$ cat src/rtl/led_pattern_gen.sv
// -----------------------------------------------------------------------------
// led_pattern_gen
//
// Multi-LED pattern generator for board bring-up. A prescaler divides sys_clk
// down to a step tick; each tick advances the pattern of the selected mode:
//   0 = binary count   (led = count, wraps at 2^NUM_LEDS)
//   1 = chase          (one-hot, rotates left, top bit wraps to bit 0)
//   2 = bounce         (single lit LED sweeping up and down, no dwell at ends)
//   3 = breathe        (all LEDs PWM-driven, duty ramps up and down per tick)
// The pattern can be paused. Output polarity is selectable so active-low
// board LEDs can be driven directly. Every output comes straight from a flop.
//
// Ports:
//   sys_clk  in   clock
//   sys_rst  in   synchronous reset, active-high
//   mode     in   [1:0] pattern select (see above)
//   pause    in   1 = freeze prescaler and pattern state (PWM keeps running)
//   tick     out  one-cycle step strobe, registered
//   led      out  [NUM_LEDS-1:0] registered LED drive, polarity per ACTIVE_LOW
// -----------------------------------------------------------------------------
module led_pattern_gen #(
  parameter int CLK_HZ     = 27000000,
  parameter int TICK_HZ    = 10,
  parameter int NUM_LEDS   = 6,
  parameter int PWM_BITS   = 8,
  parameter int ACTIVE_LOW = 0
) (
  input  logic                sys_clk,
  input  logic                sys_rst,
  input  logic [1:0]          mode,
  input  logic                pause,
  output logic                tick,
  output logic [NUM_LEDS-1:0] led
);

  // ---------------------------------------------------------------------------
  // Derived constants
  // ---------------------------------------------------------------------------
  localparam int TICK_DIV = CLK_HZ / TICK_HZ;
  localparam int PRE_W    = $clog2(TICK_DIV);
  // A single LED still needs a 1-bit position register.
  localparam int POS_W    = (NUM_LEDS > 1) ? $clog2(NUM_LEDS) : 1;

  localparam logic [PRE_W-1:0]    PRE_MAX  = PRE_W'(TICK_DIV - 1);
  localparam logic [POS_W-1:0]    POS_MAX  = POS_W'(NUM_LEDS - 1);
  localparam logic [PWM_BITS-1:0] DUTY_MAX = '1;
  // XOR mask applied only at the output register; everything upstream is
  // active-high.
  localparam logic [NUM_LEDS-1:0] POL_MASK = (ACTIVE_LOW != 0) ? '1 : '0;

  typedef enum logic [1:0] {
    MODE_COUNT   = 2'd0,
    MODE_CHASE   = 2'd1,
    MODE_BOUNCE  = 2'd2,
    MODE_BREATHE = 2'd3
  } mode_e;

  // ---------------------------------------------------------------------------
  // State
  // ---------------------------------------------------------------------------
  logic [PRE_W-1:0]    prescaler_q, prescaler_d;
  logic                tick_q,      tick_d;
  mode_e               cur_mode_q,  cur_mode_d;
  logic [NUM_LEDS-1:0] count_q,     count_d;
  logic [NUM_LEDS-1:0] chase_q,     chase_d;
  logic [POS_W-1:0]    pos_q,       pos_d;
  // Shared by bounce and breathe; only one of them is ever active and a mode
  // change reinitialises it.
  logic                dir_up_q,    dir_up_d;
  logic [PWM_BITS-1:0] duty_q,      duty_d;
  logic [PWM_BITS-1:0] pwm_cnt_q,   pwm_cnt_d;
  logic [NUM_LEDS-1:0] led_q,       led_d;

  logic                mode_change;
  logic                step;
  logic [NUM_LEDS-1:0] pattern;

  // ---------------------------------------------------------------------------
  // Active-high pattern from the current (registered) state. led is this one
  // cycle later, which gives the tick -> led latency of one clock.
  // ---------------------------------------------------------------------------
  always_comb begin
    // NOTE: every always_comb output gets a default before any branch so that
    // no path leaves it unassigned; an unassigned path would infer a latch.
    pattern = '0;
    unique case (cur_mode_q)
      MODE_COUNT:   pattern = count_q;
      MODE_CHASE:   pattern = chase_q;
      MODE_BOUNCE:  pattern = NUM_LEDS'(1) << pos_q;
      MODE_BREATHE: pattern = {NUM_LEDS{pwm_cnt_q < duty_q}};
      default:      pattern = '0;
    endcase
  end

  // ---------------------------------------------------------------------------
  // Next-state logic
  // ---------------------------------------------------------------------------
  always_comb begin
    prescaler_d = prescaler_q;
    tick_d      = 1'b0;
    cur_mode_d  = cur_mode_q;
    count_d     = count_q;
    chase_d     = chase_q;
    pos_d       = pos_q;
    dir_up_d    = dir_up_q;
    duty_d      = duty_q;
    // The PWM counter never stops, so a paused breathe holds its brightness.
    pwm_cnt_d   = pwm_cnt_q + PWM_BITS'(1);
    led_d       = pattern ^ POL_MASK;
    step        = 1'b0;

    mode_change = (mode_e'(mode) != cur_mode_q);

    if (mode_change) begin
      // A mode switch wins over a coincident tick and over pause: restart the
      // prescaler and put the new mode at its initial pattern.
      cur_mode_d  = mode_e'(mode);
      prescaler_d = '0;
      count_d     = '0;
      chase_d     = NUM_LEDS'(1);
      pos_d       = '0;
      dir_up_d    = 1'b1;
      duty_d      = '0;
    end else if (!pause) begin
      if (prescaler_q == PRE_MAX) begin
        prescaler_d = '0;
        tick_d      = 1'b1;
        step        = 1'b1;
      end else begin
        prescaler_d = prescaler_q + PRE_W'(1);
      end
    end

    if (step) begin
      unique case (cur_mode_q)
        MODE_COUNT: begin
          count_d = count_q + NUM_LEDS'(1);
        end

        MODE_CHASE: begin
          // Rotate left; written as two shifts so NUM_LEDS == 1 degenerates
          // to "hold" without an out-of-range slice.
          chase_d = (chase_q << 1) | (chase_q >> (NUM_LEDS - 1));
        end

        MODE_BOUNCE: begin
          // Reverse at the ends by stepping straight to the neighbour, so the
          // end LEDs are lit for one step only.
          if (NUM_LEDS > 1) begin
            if (dir_up_q) begin
              if (pos_q == POS_MAX) begin
                dir_up_d = 1'b0;
                pos_d    = pos_q - POS_W'(1);
              end else begin
                pos_d    = pos_q + POS_W'(1);
              end
            end else begin
              if (pos_q == '0) begin
                dir_up_d = 1'b1;
                pos_d    = pos_q + POS_W'(1);
              end else begin
                pos_d    = pos_q - POS_W'(1);
              end
            end
          end
        end

        MODE_BREATHE: begin
          // Triangle ramp 0 -> max -> 0, no dwell at either end.
          if (dir_up_q) begin
            if (duty_q == DUTY_MAX) begin
              dir_up_d = 1'b0;
              duty_d   = duty_q - PWM_BITS'(1);
            end else begin
              duty_d   = duty_q + PWM_BITS'(1);
            end
          end else begin
            if (duty_q == '0) begin
              dir_up_d = 1'b1;
              duty_d   = duty_q + PWM_BITS'(1);
            end else begin
              duty_d   = duty_q - PWM_BITS'(1);
            end
          end
        end

        default: ;
      endcase
    end
  end

  // ---------------------------------------------------------------------------
  // State registers, synchronous reset
  // ---------------------------------------------------------------------------
  always_ff @(posedge sys_clk) begin
    // NOTE: sequential state uses non-blocking assignments so every flop
    // samples its input from before the edge, independent of statement order.
    if (sys_rst) begin
      prescaler_q <= '0;
      tick_q      <= 1'b0;
      cur_mode_q  <= MODE_COUNT;
      count_q     <= '0;
      chase_q     <= NUM_LEDS'(1);
      pos_q       <= '0;
      dir_up_q    <= 1'b1;
      duty_q      <= '0;
      pwm_cnt_q   <= '0;
      led_q       <= POL_MASK;
    end else begin
      prescaler_q <= prescaler_d;
      tick_q      <= tick_d;
      cur_mode_q  <= cur_mode_d;
      count_q     <= count_d;
      chase_q     <= chase_d;
      pos_q       <= pos_d;
      dir_up_q    <= dir_up_d;
      duty_q      <= duty_d;
      pwm_cnt_q   <= pwm_cnt_d;
      led_q       <= led_d;
    end
  end

  assign tick = tick_q;
  assign led  = led_q;

endmodule
$ cat config.mk
export PLATFORM = sky130hd
export DESIGN_NAME = led_pattern_gen
export DESIGN_NICKNAME = d
export VERILOG_FILES = /design/src/rtl/led_pattern_gen.sv
export SDC_FILE = /design/constraint.sdc
export NUM_CORES = 1
export LEC_CHECK = 0
export BUFFER_PORTS_ARGS = -buffer_cell sky130_fd_sc_hd__buf_2
export CAP_MARGIN = 0
export CORE_ASPECT_RATIO = 1.25
export CORE_UTILIZATION = 45
export CTS_BUF_LIST = sky130_fd_sc_hd__clkbuf_16
export CTS_CLUSTER_DIAMETER = 40
export DETAILED_ROUTE_END_ITERATION = 10
export GPL_TIMING_DRIVEN = 0
export SYNTH_ARGS = -nofsm -noshare
export SYNTH_HDL_FRONTEND = slang
export SYNTH_SLANG_ARGS = --single-unit
$ cat constraint.sdc
create_clock -name sys_clk -period 4.6 [get_ports sys_clk]
set_input_delay 0.23 -clock sys_clk [delete_from_list [all_inputs] [get_ports sys_clk]]
set_output_delay 0.23 -clock sys_clk [all_outputs]
set_load 0.005 [all_outputs]
==> key figures <==
Finish
  – Layout cells sized above 1: 8.90%
  – Nets: 447
  – N_diodes: 0
  – Area Growth Syn to Fin: 13.2%

Power
  – Leak: 1.36 nW
  – Max VDD drop: 242 uV
  – Power Density: 326 mW/mm^2

Logic synthesis
  – Main synth FF type: dfxtp_1
  – Register area share after synthesis: 37.4%
  – Most frequent cell after synthesis: dfxtp_1
  – Mapped Cells: 401
  – Synth top area cells: dfxtp_1 (37%), ha_1 (7.1%), nor2_1 (5.5%)
  – Commonest cells in the netlist: dfxtp_1 (63), nor2_1 (49), nand2_1 (31)
  – Synth Register Bits: 63
  – Synthesized cell area: 0.00337 sq mm
  – Top cell type's share of synthesized area: 37.4%
  – Post-synth EDFFs: 0
  – Ys Warns: 0
  – Netlist cell types: 52
  – Post-Syn Nets: 425
  – Post-synth ARST share: 0%
  – Cell taking the most area after synthesis: dfxtp_1
  – Syn Area/Cell: 8.41 sq um

GRT
  – Grt peak-use layer: met2
  – First-pass GRT wire length: 12.8 mm
  – Total GRT Usage: 21.0%
  – GR Util met3: 4.81%
  – Largest net degree at the start of global routing: 11
  – Met1 usage: 26.4%
  – Initial antenna violation count: 0
  – Grt total ovfl: 0
  – M2 GR Usage: 34.5%
  – Vias in the first global route: 2670

Floorplan
  – I/O pin total: 12
  – Row count: 34
  – Core Region: 0.00710 sq mm
  – Die height: 98.8 microns
  – Die Wd: 79.4 microns
  – Starting density of the core: 47.4%
  – Die area: 0.00784 sq mm

Setup path
  – Worst path slowest cell: or4b_1
  – CP max stage delay: 0.51 ns
  – Worst path top cell family by delay: simple AND/OR/NAND/NOR gates
  – CP Class: flip-flop to flip-flop
  – Crit path launch: prescaler_q[5]
  – CP startpoint kind: flip-flop
  – CP Capture Type: flip-flop
  – Required time of the critical path: 4.81 ns
  – Setup slack, reg-to-reg: 2.23 ns
  – CP arrival: 2.57 ns
  – FF-to-FF End: prescaler_q[15]
  – Crit-path cells: or4b_1, or4_1, or4_4, nand2_1, buf_2, nor2_1
  – Worst Path Buf+Inv: 1
  – Worst-case reg-to-reg path depth: 6
  – Crit-path max FO: 10
  – Setup crit end: prescaler_q[15]
  – Worst reg2reg path startpoint: prescaler_q[5]
  – Crit. path cell count: 6

Timing
  – Fmax: 422 MHz
  – RSZ-0062 raised after global routing: no
  – Max Slew Vio Count: 0
  – Final hold viol count: 0
  – Setup TNS: 0 ns
  – Tmin final: 2.37 ns
  – Slew Limit Headroom: 58.4%
  – Skew final: 0.00521 ns
  – Hold slack: 0.166 ns
  – Worst Tran Pin Value: 0.620 ns
  – Final Cycle Share: 51.5%
  – Final setup viols: 0

CTS
  – Max clock buf depth: 2
  – CTS sink count: 63
  – Worst-Skew Late Latency: 0.32 ns
  – CTS tree: done
  – CTS root buf: clkbuf_16
  – Post-cts resize count: 0
  – CTS H-tree lvls: 3
  – # hold bufs at CTS: 0
  – Cts bufs inserted: 9
  – Clk pin slew, worst setup/hold paths: 0.05 ns
  – Post-CTS Setup Bufs: 0

Drt
  – Pre-Repair DR Iteration Count: 4
  – Routed WL: 7.40 mm
  – Via count: 2840
  – Via density: 5.49
  – Initial drt markers: 136
  – ANT nets after route: 0
  – Number of remaining DRC errors: 0
  – Wire per inst: 14.3 microns

Placed design
  – DP HPWL: 5.40 mm
  – Buffers on Ports: 11
  – Final GP Congestion: 0.824

Hold path
  – Worst hold path type: primary input to flip-flop

Run status
  – Result of the run: completed

Job
  – Max Cap Viol: 0
[through the flow]
step	std cells	setup WS [ns]	power [mW]	area, sq um	utilization, %
CTS	517	2.19	1.26	3820	53.7
global placement	502	2.20	0.621	3540	49.8
finish	517	2.23	1.24	3820	53.7
global route	517	2.10	1.30	3820	53.7
floorplan	401	2.43	0.605	3370	-
detailed placement	502	2.20	0.622	3540	49.8
[cell usage in the layout (no fill, tap or decap), drive strengths merged, types with 11 or more instances in the layout]
cell	count
nand4	11
nor2	50
ha	19
nand2	31
clkbuf	20
nand3	20
a21oi	29
buf	17
inv	15
xnor2	18
xor2	15
dfxtp	63
[layer usage]
layer	routed length (microns)	up-vias	part of all wire (%)
met5	0	-	0
met4	123	0	1.7
met3	192	12	2.6
met2	3610	44	49
met1	3470	1323	47
li1	-	1461	-
[kinds of logic (layout without fill, tap and decap cells)]
| kind of cell | count (synthesis) | in the layout | share of synthesized area (%) |
|---|---|---|---|
| AOI/OAI and AO/OA | 68 | 68 | 12.9 |
| xor gates and xnor gates | 33 | 33 | 8.57 |
| adders and majority gates | 19 | 19 | 7.05 |
| buffers and inverters | 33 | 59 | 4.45 |
| DFF | 63 | 63 | 37.4 |
| muxes | 7 | 7 | 2.08 |
| and+or+nand+nor | 178 | 178 | 27.5 |
[power by group]
part / leakage [nW] / switching, mW / internal (mW)
sequential: 0.509 / 0.00360 / 0.553
clock: 0.140 / 0.226 / 0.409
combinational: 0.707 / 0.0340 / 0.0201
total: 1.36 / 0.263 / 0.981
[worst register-to-register path, stage by stage, from the launching register on]
cell	delay, ns
dfxtp_1	0.35
or4b_1	0.51
or4_1	0.43
or4_4	0.49
nand2_1	0.16
buf_2	0.25
nor2_1	0.08
[final cells by class]
type	count	area, sq um
clock inverter	6	52.6
multi-input combinational	305	1960
buffer	17	90.1
fill	678	3290
tap	90	113
sequential	63	1260
inverter	16	60.1
clock buffer	9	225
timing repair buffer	11	55.1
[state kept, by name, indices dropped and copies added, names as in the netlist]
name and cells:
prescaler_q 22, duty_q 8, pwm_cnt_q 8, chase_q 6, count_q 6, led 6, pos_q 3, cur_mode_q 2
dir_up_q 1, tick 1
[worst min-delay path by stage]
stage,from,to,depth (start not counted),slack (ns)
after floorplan,sys_rst,pwm_cnt_q[1],1,0.30
after global placement,pwm_cnt_q[0],pwm_cnt_q[0],1,0.44
after detailed placement,pwm_cnt_q[0],pwm_cnt_q[0],1,0.45
after CTS,mode[0],cur_mode_q[0],2,0.16
after global routing,sys_rst,pwm_cnt_q[1],2,0.19
final,mode[0],cur_mode_q[0],2,0.17
(Power assumes the default switching activity.)
